[src/rtl/vga_sync_gen_if.sv]
// Pixel-coordinate interface between the VGA timing generator (master)
// and the renderers / top level that consume it (slave).
interface vga_sync_gen_if;
    logic       en;
    logic       p_tick;
    logic [9:0] pix_x;
    logic [9:0] pix_y;
    logic       video_on;
    logic       hsync;
    logic       vsync;
    logic       line_start;
    logic       frame_start;

    modport master (
        input  en,
        output p_tick, pix_x, pix_y, video_on, hsync, vsync, line_start, frame_start
    );

    modport slave (
        output en,
        input  p_tick, pix_x, pix_y, video_on, hsync, vsync, line_start, frame_start
    );
endinterface

[src/rtl/vga_sync_gen.sv]
// VGA timing generator: divides the system clock down to a pixel tick and
// scans pix_x/pix_y over the full line/frame, with registered sync, blanking
// and line/frame pulses aligned to the coordinates currently presented.
module vga_sync_gen #(
    parameter int CLK_DIV   = 4,
    parameter int H_DISPLAY = 640,
    parameter int H_FRONT   = 16,
    parameter int H_SYNC    = 96,
    parameter int H_BACK    = 48,
    parameter int V_DISPLAY = 480,
    parameter int V_FRONT   = 10,
    parameter int V_SYNC    = 2,
    parameter int V_BACK    = 33,
    parameter bit SYNC_POL  = 1'b0
) (
    input  logic             clk,
    input  logic             reset,
    vga_sync_gen_if.master   vga
);
    localparam int H_TOTAL = H_DISPLAY + H_FRONT + H_SYNC + H_BACK;
    localparam int V_TOTAL = V_DISPLAY + V_FRONT + V_SYNC + V_BACK;
    localparam int DIV_W   = $clog2(CLK_DIV);

    localparam logic [DIV_W-1:0] DIV_LAST = DIV_W'(CLK_DIV - 1);
    localparam logic [9:0] X_LAST    = 10'(H_TOTAL - 1);
    localparam logic [9:0] Y_LAST    = 10'(V_TOTAL - 1);
    localparam logic [9:0] X_VIS     = 10'(H_DISPLAY);
    localparam logic [9:0] Y_VIS     = 10'(V_DISPLAY);
    localparam logic [9:0] HS_FIRST  = 10'(H_DISPLAY + H_FRONT);
    localparam logic [9:0] HS_LAST   = 10'(H_DISPLAY + H_FRONT + H_SYNC - 1);
    localparam logic [9:0] VS_FIRST  = 10'(V_DISPLAY + V_FRONT);
    localparam logic [9:0] VS_LAST   = 10'(V_DISPLAY + V_FRONT + V_SYNC - 1);

    logic [DIV_W-1:0] div;
    logic             tick;
    logic [9:0]       x_nxt, y_nxt;

    logic       p_tick_r, video_on_r, hsync_r, vsync_r, line_start_r, frame_start_r;
    logic [9:0] pix_x_r, pix_y_r;

    function automatic logic visible(input logic [9:0] x, input logic [9:0] y);
        return (x < X_VIS) && (y < Y_VIS);
    endfunction

    function automatic logic hsync_level(input logic [9:0] x);
        return ((x >= HS_FIRST) && (x <= HS_LAST)) ? SYNC_POL : ~SYNC_POL;
    endfunction

    function automatic logic vsync_level(input logic [9:0] y);
        return ((y >= VS_FIRST) && (y <= VS_LAST)) ? SYNC_POL : ~SYNC_POL;
    endfunction

    assign tick = (div == DIV_LAST);

    // Coordinates the scan moves to on the next pixel tick
    always_comb begin
        x_nxt = pix_x_r + 10'd1;
        y_nxt = pix_y_r;
        if (pix_x_r == X_LAST) begin
            x_nxt = 10'd0;
            y_nxt = (pix_y_r == Y_LAST) ? 10'd0 : pix_y_r + 10'd1;
        end
    end

    // Divider, scan counters and all aligned outputs
    always_ff @(posedge clk) begin
        if (reset) begin
            div           <= '0;
            p_tick_r      <= 1'b0;
            pix_x_r       <= X_LAST;
            pix_y_r       <= Y_LAST;
            video_on_r    <= 1'b0;
            hsync_r       <= ~SYNC_POL;
            vsync_r       <= ~SYNC_POL;
            line_start_r  <= 1'b0;
            frame_start_r <= 1'b0;
        end else if (!vga.en) begin
            // Frozen: counters and syncs hold, blanking and pulses drop
            div           <= '0;
            p_tick_r      <= 1'b0;
            video_on_r    <= 1'b0;
            line_start_r  <= 1'b0;
            frame_start_r <= 1'b0;
        end else begin
            div      <= tick ? '0 : div + 1'b1;
            p_tick_r <= tick;
            if (tick) begin
                pix_x_r       <= x_nxt;
                pix_y_r       <= y_nxt;
                video_on_r    <= visible(x_nxt, y_nxt);
                hsync_r       <= hsync_level(x_nxt);
                vsync_r       <= vsync_level(y_nxt);
                line_start_r  <= (x_nxt == 10'd0);
                frame_start_r <= (x_nxt == 10'd0) && (y_nxt == 10'd0);
            end else begin
                // Re-evaluated every clock so blanking recovers right after re-enable
                video_on_r    <= visible(pix_x_r, pix_y_r);
                line_start_r  <= 1'b0;
                frame_start_r <= 1'b0;
            end
        end
    end

    assign vga.p_tick      = p_tick_r;
    assign vga.pix_x       = pix_x_r;
    assign vga.pix_y       = pix_y_r;
    assign vga.video_on    = video_on_r;
    assign vga.hsync       = hsync_r;
    assign vga.vsync       = vsync_r;
    assign vga.line_start  = line_start_r;
    assign vga.frame_start = frame_start_r;
endmodule

[src/flat_wrapper.sv]
// flat-port wrapper written by rule: the top's interface ports become plain ports
module vga_sync_gen_flat 
#(
    parameter int CLK_DIV   = 4,
    parameter int H_DISPLAY = 640,
    parameter int H_FRONT   = 16,
    parameter int H_SYNC    = 96,
    parameter int H_BACK    = 48,
    parameter int V_DISPLAY = 480,
    parameter int V_FRONT   = 10,
    parameter int V_SYNC    = 2,
    parameter int V_BACK    = 33,
    parameter bit SYNC_POL  = 1'b0
)
  (clk, reset, vga_en, vga_p_tick, vga_pix_x, vga_pix_y, vga_video_on, vga_hsync, vga_vsync, vga_line_start, vga_frame_start);
  vga_sync_gen_if vga_i ();
  input  logic clk;
  input  logic reset;
  input wire logic [$bits(vga_i.en)-1:0] vga_en;
  output wire logic [$bits(vga_i.p_tick)-1:0] vga_p_tick;
  output wire logic [$bits(vga_i.pix_x)-1:0] vga_pix_x;
  output wire logic [$bits(vga_i.pix_y)-1:0] vga_pix_y;
  output wire logic [$bits(vga_i.video_on)-1:0] vga_video_on;
  output wire logic [$bits(vga_i.hsync)-1:0] vga_hsync;
  output wire logic [$bits(vga_i.vsync)-1:0] vga_vsync;
  output wire logic [$bits(vga_i.line_start)-1:0] vga_line_start;
  output wire logic [$bits(vga_i.frame_start)-1:0] vga_frame_start;
  assign vga_i.en = vga_en;
  assign vga_p_tick = vga_i.p_tick;
  assign vga_pix_x = vga_i.pix_x;
  assign vga_pix_y = vga_i.pix_y;
  assign vga_video_on = vga_i.video_on;
  assign vga_hsync = vga_i.hsync;
  assign vga_vsync = vga_i.vsync;
  assign vga_line_start = vga_i.line_start;
  assign vga_frame_start = vga_i.frame_start;
  vga_sync_gen #(.CLK_DIV(CLK_DIV), .H_DISPLAY(H_DISPLAY), .H_FRONT(H_FRONT), .H_SYNC(H_SYNC), .H_BACK(H_BACK), .V_DISPLAY(V_DISPLAY), .V_FRONT(V_FRONT), .V_SYNC(V_SYNC), .V_BACK(V_BACK), .SYNC_POL(SYNC_POL)) u_core (.clk(clk), .reset(reset), .vga(vga_i));
endmodule
[config.mk]
export PLATFORM = sky130hd
export DESIGN_NAME = vga_sync_gen_flat
export DESIGN_NICKNAME = d
export VERILOG_FILES = /design/src/rtl/vga_sync_gen_if.sv /design/src/rtl/vga_sync_gen.sv /design/src/flat_wrapper.sv
export SDC_FILE = /design/constraint.sdc
export NUM_CORES = 1
export LEC_CHECK = 0
export ABC_AREA = 1
export CORE_ASPECT_RATIO = 1.2
export CORE_MARGIN = 3
export CORE_UTILIZATION = 45
export CTS_BUF_LIST = sky130_fd_sc_hd__clkbuf_16
export DETAILED_ROUTE_END_ITERATION = 8
export GPL_TIMING_DRIVEN = 0
export PLACE_DENSITY_LB_ADDON = 0.15
export SLEW_MARGIN = 10
export SYNTH_ARGS = -nofsm -noshare
export SYNTH_HDL_FRONTEND = slang
export SYNTH_SLANG_ARGS = --single-unit
[constraint.sdc]
create_clock -name clk -period 3.4 [get_ports clk]
set_clock_uncertainty 0.15 [all_clocks]
set_input_delay 1.02 -clock clk [delete_from_list [all_inputs] [get_ports clk]]
set_output_delay 1.02 -clock clk [all_outputs]
set_load 0.01 [all_outputs]
Word level (Yosys, flattened, before mapping)
Index checks and enable logic that the tools add are counted.
{"block": "totals", "regBits": 28, "latch_bits": 0, "mem_bits_rw": 0, "romBits": 0, "inputBits": 3, "out_inout_bits": 26, "wordCells": 42, "n_memories": 0}
{"block": "op_classes", "n_addsub": 3, "n_mul": 0, "n_div": 0, "n_lt_le_gt_ge": 8, "n_eq_ne": 3, "shift": 0, "mux": 6, "bitwise_logic": 2, "n_reduce_logical": 11}
{"cell": "$mux W10", "n": 3}
{"cell": "$add A10 B1 Y10 const B", "n": 2}
{"cell": "$eq A10 B10 Y1 const B", "n": 2}
{"cell": "$logic_not A10 Y1", "n": 2}
{"cell": "$lt A10 B10 Y1 const B", "n": 2}
{"cell": "$lt A10 B9 Y1 const B", "n": 2}
{"cell": "$ge A10 B10 Y1 const B", "n": 1}
{"cell": "$ge A10 B9 Y1 const B", "n": 1}
{"cell": "$le A10 B10 Y1 const B", "n": 1}
{"cell": "$le A10 B9 Y1 const B", "n": 1}
{"cell": "$reduce_or A3 Y1", "n": 2}
{"cell": "$logic_and A1 B1 Y1", "n": 5}
{"cell": "$mux W1", "n": 3}
{"cell": "$add A2 B1 Y2 const B", "n": 1}
{"cell": "$eq A2 B2 Y1 const B", "n": 1}
{"cell": "$not A1 Y1", "n": 2}
{"cell": "$reduce_and A2 Y1", "n": 1}
{"cell": "$reduce_or A2 Y1", "n": 1}

Longest topological paths before layout
{"block": "depth", "ltp_word": 6, "ltp_mapped": 13, "depth_no_buf": 13}

Worst setup path after synthesis
OpenSTA, ideal clock, no wires.
{"block": "synth_path", "path_type": "in2reg", "from": "in vga_en", "to": "reg u_core.vsync_r (netlist: u_core.vga.vsync)", "setup_ns": 0.113, "arrival_ns": 1.915, "slack_ns": 1.222, "path_stages": 7, "n_path_buf": 1, "cell_sequence": "nand2_1 > inv_1 > nor2_1 > inv_1 > clkbuf_1 > nor2_1 > nor2_1"}
{"block": "synth_via", "elab_chain_len": 1}
{"item": "start, declared", "line_no": "flat_wrapper.sv:19", "rtl": "input wire logic [$bits(vga_i.en)-1:0] vga_en;"}
{"item": "$reduce_and A2 Y1 (no line)"}
{"item": "end signal, assigned", "line_no": "vga_sync_gen.sv:74", "rtl": "vsync_r <= ~SYNC_POL;"}
{"item": "end signal, assigned", "line_no": "vga_sync_gen.sv:92", "rtl": "vsync_r <= vsync_level(y_nxt);"}
{"item": "end, declared", "line_no": "vga_sync_gen.sv:38", "rtl": "logic p_tick_r, video_on_r, hsync_r, vsync_r, line_start_r, frame_start_r;"}
No other way between the ends.
A chain may end at the register's enable or synchronous reset.

Final worst setup path
{"block": "layout_path", "from": "in vga_en", "to": "reg u_core.pix_x_r[6] (netlist: u_core.vga.pix_x[6])"}
{"block": "layout_via", "elab_chain_len": 1}
{"item": "$reduce_and A2 Y1 (no line)"}
{"item": "end signal, assigned", "line_no": "vga_sync_gen.sv:88", "rtl": "pix_x_r <= x_nxt;"}
{"item": "end, declared", "line_no": "vga_sync_gen.sv:39", "rtl": "logic [9:0] pix_x_r, pix_y_r;"}
No other way between the ends.

==> results.cfg <==
[logic_synthesis]
synthTopCellsByCount = 72 x nand2_1, 42 x inv_1, 30 x nor2_1
synth.most_common_cell = nand2_1
synth_nets = 270
ys_seq_elements = 28
synth_top_flop_cell = dfxtp_1
yosysWarnings = 0
synthArstFlopShare_pct = 0
syn_area_sq_um = 1690
synthDominantCellAreaShare_pct = 33.1
ys_seq_area_share_pct = 33.1
synth_edf_count = 0
netlist_instances = 262
yosys-top-cells-area = dfxtp_1 33%, nand2_1 16%, inv_1 9.3%, nand3_1 7.1%, nor2_1 6.7%
synth.avg_cell_area_sq_um = 6.46
yosysTopAreaCell = dfxtp_1
ys_types = 29

[critical_path]
critical_path.startpoint = vga_en
r2r-end = u_core.vga.vsync$_SDFFE_PP1P_
endpoint_kind = flip-flop
required_ns = 3.44
ff2ff_setup_slack_ns = 1.17
crit_arrival_ns = 2.88
worst-setup-path-type = in -> reg
ff2ff_path_depth = 13
r2r-start = u_core.vga.pix_x[0]$_SDFFE_PP1P_
worstPathMaxFanout = 10
crit_end = u_core.vga.pix_x[6]$_SDFFE_PP0P_
worst_setup_path_start_kind = primary input

[clock_tree]
cts_buffer_depth = 2
cts_tree = done
cts_setup_buffers = 0
root_buffer = clkbuf_16
cts_buffers = 3
cts.repair.resized = 0
clkSinkCount = 28
worstSkewPairLatency_ns = 0.27
cts_hold_buffers = 0
h-tree-depth = 1
clk_pin_slew_ns = 0.07

[floorplanning]
initial_core_util_pct = 48.6
dieArea_sq_um = 4540
ioPinCount = 29
die_height_um = 73.2
rows = 23
fp.dieW_um = 62.0
fp.coreArea_sq_um = 3480

[cells_and_area]
nets = 303
antenna_cells = 0
area_growth_syn_to_layout_pct = 26.5
fillers = 333
layout-drive-gt1-share_pct = 8.16

[placed_design]
port_buffers = 28
routabilityCongestion = 0.883
dp.final_hpwl_mm = 3.28
dp_slack_ns = 0.276

[sta]
fmax_ghz = 0.352
tightestPinTransition_ns = 0.703
final-setup-viol-count = 0
hold_viol = 0
tns_ns = 0
setup_ws_ns = 0.562
min_period_ns = 2.84
post-route-period-util_pct = 83.5
slew_headroom_pct = 53.0
grt_setup_unrepaired = false
slew_violations = 0

[worst_hold_path]
hold_class = reg -> reg
worstHoldStart = u_core.div[0]$_SDFF_PP0_

[routing]
routedWlPerCell_um = 12.5
wirelength_mm = 4.30
vias = 1745
drtPass1Iterations = 4
route.detailed.drc = 0
antenna_left = 0
drt_iter0_drc = 125
avgViaCountPerCell = 5.07

[job]
cap_violations = 0

[status]
status = finished, final reports clean

[global_routing]
antenna_found_initial = 0
grt_max_degree = 17
grt_usage_pct = 20.7
grt_pass1_vias = 1646
grt_pass1_wl_mm = 7.14
gr-total-overflow = 0

[power_and_ir_drop]
power_mw = 0.731
p_leak_nw = 1.10
ir_drop_mv = 0.156
p_per_area_nw_per_um2 = 341
-- power breakdown --
part	internal, mW	switching [mW]
Sequential	0.330	0.00176
Clock	0.235	0.117
Combinational	0.0169	0.0307
-- state kept, by name, indices dropped and copies added (netlist names) --
signal and count:
u_core.vga.line_start 1, u_core.vga.p_tick 1, u_core.vga.vsync 1, u_core.vga.pix_x 10, u_core.vga.hsync 1, u_core.vga.pix_y 10, u_core.div 2, u_core.vga.video_on 1
u_core.vga.frame_start 1
-- worst max-delay path, stage by stage --
cell	delay [ns]
clkdlybuf4s50_1	0.43
nand2_1	0.09
inv_1	0.08
nor2_1	0.54
inv_1	0.17
clkbuf_1	0.31
o22ai_1	0.24
-- through the flow --
step	util, %	cells	area (sq um)	hold WS [ns]
global route	61.5	344	2140	0.300
CTS	61.5	344	2140	0.274
finish	61.5	344	2140	0.273
detailed placement	58.5	340	2040	0.264
floorplan	-	262	1690	0.247
global placement	58.5	340	2040	0.261
-- cell type report --
class                           count  area, sq um  share of cell area, %
Multi-Input combinational cell    185          937                   43.8
Sequential cell                    28          561                   26.2
Timing Repair Buffer               28          280                   13.1
Inverter                           43          161                   7.54
Clock buffer                        3         75.1                   3.51
Tap cell                           50         62.6                   2.92
Buffer                              6         33.8                   1.58
Clock inverter                      1         30.0                   1.40
-- per-layer routing --
layer | vias to the layer above | wire length [um] | global-route usage (%) | share of wire, %
li1 | 901 | - | - | -
met1 | 783 | 1930 | 25.4 | 45
met2 | 50 | 2100 | 35.8 | 49
met3 | 11 | 152 | 2.12 | 3.5
met4 | 0 | 122 | 7.78 | 2.8
met5 | - | 0 | 0 | 0
-- kinds of logic after synthesis --
kind of cell / after synthesis / synth area share [%]
AOI/OAI and AO/OA: 30 / 11.0
xor gates and xnor gates: 2 / 1.03
adders and majority gates: 5 / 3.70
buffers and inverters: 49 / 11.5
DFF: 28 / 33.1
and+or+nand+nor: 148 / 39.6
-- worst min-delay path by stage --
stage	end	slack [ns]	cells after the start
after floorplan	u_core.div[0]$_SDFF_PP0_	0.25	1
after global routing	u_core.div[0]$_SDFF_PP0_	0.30	1
after global placement	u_core.div[0]$_SDFF_PP0_	0.26	1
after CTS	u_core.div[0]$_SDFF_PP0_	0.27	1
final	u_core.div[0]$_SDFF_PP0_	0.27	1
after detailed placement	u_core.div[0]$_SDFF_PP0_	0.26	1
-- layout by cell type, fill, tap and decap left out, types with 2 or more instances in the layout --
cell and count:
a21oi_1 4, nand3_1 24, nor2_2 5, clkdlybuf4s50_1 28, clkbuf_1 2, o22ai_1 9, ha_1 5, nor2_4 2
xor2_1 2, buf_2 3, clkbuf_16 3, nand3_2 2, nand4_1 5, o21ai_0 8, dfxtp_1 28, nor3_1 3
nand2_1 72, nor2_1 30, a22oi_1 5, inv_1 42
Power figures use the tool's default switching activity.
